### src/rtl/bfp_out_packer.sv
// Packs the BFP kernel's serial component stream into pc-lane words, one pixel at a time.
// The assembly stage can hold a finished word while the output register waits on dn_rdy.

module bfp_out_lane #(
  parameter int data_width = 8
) (
  input  logic                  clk,
  input  logic                  rst,
  input  logic                  wr_en,
  input  logic [data_width-1:0] wr_dat,
  input  logic                  a_clr,
  input  logic                  ld_dir,
  input  logic                  ld_hold,
  output logic [data_width-1:0] o_dat,
  output logic                  o_keep
);
  logic [data_width-1:0] a_dat;
  logic                  a_keep;

  always_ff @(posedge clk) begin
    if (rst) begin
      a_dat  <= '0;
      a_keep <= 1'b0;
      o_dat  <= '0;
      o_keep <= 1'b0;
    end else begin
      // Direct load merges the completing beat, which has not reached assembly yet.
      if (ld_dir) begin
        o_dat  <= wr_en ? wr_dat : a_dat;
        o_keep <= wr_en | a_keep;
      end else if (ld_hold) begin
        o_dat  <= a_dat;
        o_keep <= a_keep;
      end
      if (a_clr) begin
        a_dat  <= '0;
        a_keep <= 1'b0;
      end else if (wr_en) begin
        a_dat  <= wr_dat;
        a_keep <= 1'b1;
      end
    end
  end
endmodule

module bfp_out_packer #(
  parameter int pc           = 64,
  parameter int data_width   = 8,
  parameter int ch_cnt_width = 12
) (
  input  logic                       clk,
  input  logic                       rst,
  input  logic [ch_cnt_width-1:0]    cfg_num_ch,
  input  logic                       up_vld,
  input  logic [data_width-1:0]      up_dat,
  output logic                       up_rdy,
  output logic                       dn_vld,
  output logic [pc*data_width-1:0]   dn_dat,
  output logic [pc-1:0]              dn_keep,
  output logic                       dn_last,
  input  logic                       dn_rdy,
  output logic                       pixel_done,
  output logic                       cfg_err
);
  localparam int LW = $clog2(pc);

  logic [LW-1:0]           lane_idx;
  logic [ch_cnt_width-1:0] ch_idx, num_ch, eff_num;
  logic                    a_full, a_last;
  logic                    acc, first, is_last, complete;
  logic                    dn_fire, o_free, ld_dir, ld_hold, a_clr;
  logic [pc-1:0][data_width-1:0] dat_arr;
  logic [pc-1:0]           keep_arr;

  assign acc      = up_vld && up_rdy;
  assign first    = (ch_idx == '0);
  assign eff_num  = !first ? num_ch :
                    (cfg_num_ch == '0) ? ch_cnt_width'(1) : cfg_num_ch;
  assign is_last  = (ch_idx == eff_num - 1'b1);
  assign complete = acc && ((lane_idx == LW'(pc - 1)) || is_last);
  assign dn_fire  = dn_vld && dn_rdy;
  assign o_free   = !dn_vld || dn_rdy;
  assign ld_dir   = complete && o_free;
  assign ld_hold  = a_full && dn_fire;
  assign a_clr    = ld_dir || ld_hold;

  genvar i;
  generate
    for (i = 0; i < pc; i++) begin : g_lane
      bfp_out_lane #(.data_width(data_width)) u_lane (
        .clk    (clk),
        .rst    (rst),
        .wr_en  (acc && (lane_idx == LW'(i))),
        .wr_dat (up_dat),
        .a_clr  (a_clr),
        .ld_dir (ld_dir),
        .ld_hold(ld_hold),
        .o_dat  (dat_arr[i]),
        .o_keep (keep_arr[i])
      );
    end
  endgenerate

  assign dn_dat  = dat_arr;
  assign dn_keep = keep_arr;

  always_ff @(posedge clk) begin
    if (rst) begin
      lane_idx   <= '0;
      ch_idx     <= '0;
      num_ch     <= '0;
      a_full     <= 1'b0;
      a_last     <= 1'b0;
      up_rdy     <= 1'b0;
      dn_vld     <= 1'b0;
      dn_last    <= 1'b0;
      pixel_done <= 1'b0;
      cfg_err    <= 1'b0;
    end else begin
      pixel_done <= dn_fire && dn_last;
      if (acc) begin
        if (first) begin
          num_ch <= eff_num;
          if (cfg_num_ch == '0) cfg_err <= 1'b1;
        end
        ch_idx   <= is_last ? '0 : ch_idx + 1'b1;
        lane_idx <= complete ? '0 : lane_idx + 1'b1;
      end
      if (ld_dir) begin
        dn_vld  <= 1'b1;
        dn_last <= is_last;
      end else if (ld_hold) begin
        dn_vld  <= 1'b1;
        dn_last <= a_last;
      end else if (dn_fire) begin
        dn_vld  <= 1'b0;
      end
      if (complete && !o_free) begin
        a_full <= 1'b1;
        a_last <= is_last;
      end else if (ld_hold) begin
        a_full <= 1'b0;
      end
      // Stall upstream for as long as a finished word sits in assembly.
      up_rdy <= !((a_full && !dn_fire) || (complete && !o_free));
    end
  end
endmodule

### config.mk
export PLATFORM = sky130hd
export DESIGN_NAME = bfp_out_packer
export DESIGN_NICKNAME = d
export VERILOG_FILES = /design/src/rtl/bfp_out_packer.sv
export SDC_FILE = /design/constraint.sdc
export NUM_CORES = 2
export LEC_CHECK = 0
export ABC_AREA = 0
export BUFFER_PORTS_ARGS = -buffer_cell sky130_fd_sc_hd__buf_2
export CAP_MARGIN = 20
export CORE_ASPECT_RATIO = 0.5
export CORE_MARGIN = 2
export CORE_UTILIZATION = 50
export CTS_CLUSTER_SIZE = 28
export DETAILED_ROUTE_END_ITERATION = 16
export HOLD_SLACK_MARGIN = 0.1
export PLACE_DENSITY = 0.82
export SYNTH_ARGS = -nofsm -noshare
export SYNTH_HDL_FRONTEND = slang
export SYNTH_SLANG_ARGS = --single-unit
### constraint.sdc
create_clock -name clk -period 5.45 [get_ports clk]
set_input_delay 0.545 -clock clk [delete_from_list [all_inputs] [get_ports clk]]
set_output_delay 0.545 -clock clk [all_outputs]
set_load 0.02 [all_outputs]
==> results_dict.tcl <==
set metrics [dict create \
    status "finished, final reports clean" \
    dr.first_iter.drc_count 4269 \
    multi_input_area_um2 18800 \
    synth_top_area_frac 0.525 \
    p_sw_frac 0.224 \
    yosysWarningCount 0 \
    cts.sinks 1189 \
    hpwlAfterDp_mm 93.6 \
    ant_nets 0 \
    synth.yosys.seq_area_share 0.525 \
    seq_area_um2 23800 \
    finish.utilization 0.579 \
    root_buffer "clkbuf_16" \
    internal_power_uw 13000 \
    synthesis.area_per_instance_um2 9.61 \
    via_count 39600 \
    fillers 7280 \
    seq_power_share 0.521 \
    dpl_cell_area_um2 48800 \
    r2r_cells 20 \
    setup_viol 0 \
    syn_nets 4755 \
    ios 605 \
    rsz0062_at_grt "false" \
    worstSetupEndpointType "flop" \
    cp_max_fo 29 \
    dpl.cell_count 6121 \
    portBuffers 604 \
    cts_buffers 97 \
    gp_congestion 0.895 \
    clk_pin_slew_ps 70 \
    wl_per_cell_um 23.4 \
    viasPerCell 6.28 \
    grt_usage 0.300 \
    wirelength_mm 148 \
    htreeDepth 3 \
    cts_tree "yes" \
    die_x_um 430 \
    die_area_um2 93300 \
    reg2reg_to "g_lane[6].u_lane.o_keep" \
    start_kind "flop" \
    finalHoldViolations 0 \
    synth_edf_count 0 \
    skew_ps 29.6 \
    synth_area_leader_cell "dfxtp_1" \
    period_needed_ps 5160 \
    grt_pass1_vias 38200 \
    antenna_found_initial 1 \
    layout.cells.non_filler 6303 \
    min_from "cfg_num_ch[9]" \
    grt_pass1_wl_mm 221 \
    synth_area_um2 45400 \
    nNetsFinal 5059 \
    finalSetupTns_ps 0 \
    overflow 0 \
    combPwrFrac 0.033 \
    slew_headroom 0.256 \
    clk_latency_ps 710 \
    pwr-share-clk 0.445 \
    hold_path.class "input port to flop" \
    die_h_um 217 \
    stdcell_area_um2 52200 \
    synth_ff_type "dfxtp_1" \
    dr.pass1.iters 5 \
    min_to "num_ch[9]" \
    hold_depth 3 \
    core_um2 90300 \
    timing.fmax_mhz 194 \
    max_cap_viol_count 0 \
    grt_max_degree 167 \
    ys_types 69 \
    total_power_uw 16700 \
    drive_gt1_frac 0.207 \
    rows 78 \
    synthCells 4724 \
    p_per_area_nw_per_um2 320 \
    clk_path_buf_depth 3 \
    critPathKind "flop to flop" \
    critical_path_required_ps 6050 \
    irDropWorstVdd_uv 235 \
    arrival_ps 5760 \
    p_switching_uw 3750 \
    syn2layout_area_growth_pct 15.1 \
    ys_seq_elements 1189 \
    max_slew.worst_pin.slew_ps 1120 \
    power.leakage_uw 0.0210 \
    slew_violations 0 \
    reg2reg_slack_ps 290 \
    fin_crit_sh 0.947 \
    start_util 0.503 \
    drc_errors 0 \
    synthArstFlopShare 0 \
    synth_area_leaders "dfxtp_1 52%, mux2i_1 9.7%, o221ai_1 7.7%" \
    r2r_start "ch_idx[0]" \
]
[critical path, stage by stage, from the launching register on]
cell     delay [ps]
dfxtp_1         350
inv_1           100
ha_1            160
or4b_4          520
nor4_4          300
buf_4           190
mux2i_1         190
ha_1            270
or3b_2          480
a21oi_1         140
mux2i_1          90
o221a_1         220
mux2i_2         200
and3_1          270
nand4_4         150
buf_4           220
a21oi_4         240
buf_12          240
buf_4           370
a21oi_1         150
o221a_2         190
[final cells by class]
cell class | count | area share
Multi-Input combinational cell | 2957 | 0.360
Timing Repair Buffer | 741 | 0.0884
Antenna cell | 2 | 0.0000958
Inverter | 42 | 0.00316
Sequential cell | 1189 | 0.456
Clock inverter | 38 | 0.0107
Tap cell | 1200 | 0.0287
Clock buffer | 134 | 0.0534
[stage by stage]
stage / hold slack (ps) / worst slack (ps)
global route: 134 / 104
finish: 147 / 288
CTS: 110 / 178
detailed placement: 448 / 229
floorplan: 436 / 959
global placement: 441 / 278
[power groups by stage]
stage | registers, uW | logic (uW) | clock network, uW
2_1_floorplan | 8910 | 360 | 0
6_report | 8710 | 556 | 7440
3_3_place_gp | 8910 | 527 | 0
3_5_place_dp | 8910 | 534 | 0
4_1_cts | 8710 | 536 | 7480
5_1_grt | 8710 | 582 | 7820
[per-layer routing]
metal / GRT usage / part of all wire / vias to the layer above
met5: 0 / 0 / -
met2: 0.467 / 0.45 / 2133
met1: 0.353 / 0.37 / 19200
li1: - / - / 17600
met4: 0.269 / 0.099 / 0
met3: 0.0598 / 0.079 / 661
[cell families (layout without fill, tap and decap cells)]
group                      after synthesis  count (layout)  synth area share
AOI/OAI and AO/OA                     1361            1361             0.208
DFF                                   1189            1189             0.525
and+or+nand+nor                       1124            1124             0.101
buffers and inverters                  578             955            0.0630
muxes                                  439             439            0.0969
xor gates and xnor gates                26              26           0.00518
adders and majority gates                7               7           0.00193
other                                    0               2                 0
[placed cells by master (no fill, tap or decap), drive strengths merged, types with 5 or more instances in the layout]
cell type	synthesis	final
xnor2	16	16
ha	7	7
clkbuf	229	135
and3	7	7
buf	307	738
dfxtp	1189	1189
nor2	779	779
o21a	18	18
xor2	10	10
nor4	17	17
bufinv	0	11
nor2b	6	6
nand4	11	11
o22ai	21	21
clkinv	0	18
mux2i	438	438
a21oi	651	651
nand2	211	211
clkinvlp	0	6
or3	13	13
or2	6	6
nor4b	5	5
nor3	33	33
nand3	14	14
inv	42	45
o21ai	83	83
or4	5	5
nand2b	6	6
and2	7	7
o221ai	399	399
a221oi	33	33
o221a	124	124
[cells in the mapped netlist (4+ instances only)]
cell	instances
a21oi_2	4
o221a_2	120
a211oi_1	4
a221oi_1	30
and3_1	7
nor3_1	32
o21ai_0	82
nor4_1	15
buf_1	30
nor4b_1	5
xor2_1	10
nand3_1	14
buf_2	145
xnor2_1	15
or3_1	13
o221ai_1	399
o221a_1	4
mux2i_1	438
nor2_1	779
buf_4	129
and2_1	6
a21oi_1	647
nor2b_1	6
o21a_1	18
dfxtp_1	1189
nand2b_1	6
inv_1	41
nand2_1	211
or4_1	4
o22ai_1	21
clkbuf_1	227
ha_1	7
or2_2	5
nand4_1	10
[how the worst max path moves through the flow]
stage	from	end	cells past startpoint
after floorplan	ch_idx[0]	g_lane[16].u_lane.a_dat[0]	23
after global routing	ch_idx[0]	g_lane[38].u_lane.o_keep	20
after global placement	ch_idx[0]	g_lane[29].u_lane.o_dat[5]	18
after detailed placement	ch_idx[0]	g_lane[30].u_lane.o_dat[0]	18
final	ch_idx[0]	g_lane[6].u_lane.o_keep	20
after CTS	ch_idx[0]	g_lane[30].u_lane.o_dat[0]	18
[state kept, by name, summed over array words and instances, names as in the netlist, 6 cells and up]
name and cells:
g_lane.u_lane.a_keep 64, g_lane.u_lane.a_dat 512, g_lane.u_lane.o_dat 512, lane_idx 6
num_ch 12, g_lane.u_lane.o_keep 64, ch_idx 12
[what timing repair did]
item | CTS | global route
hold buffers | 2 | 0
endpoints found under the hold margin | 2 | 0
gates resized for setup | 0 | 6
endpoints found under the setup margin | 0 | 882
setup buffers | 0 | 2
No activity file was read; power rests on OpenSTA's default activity.
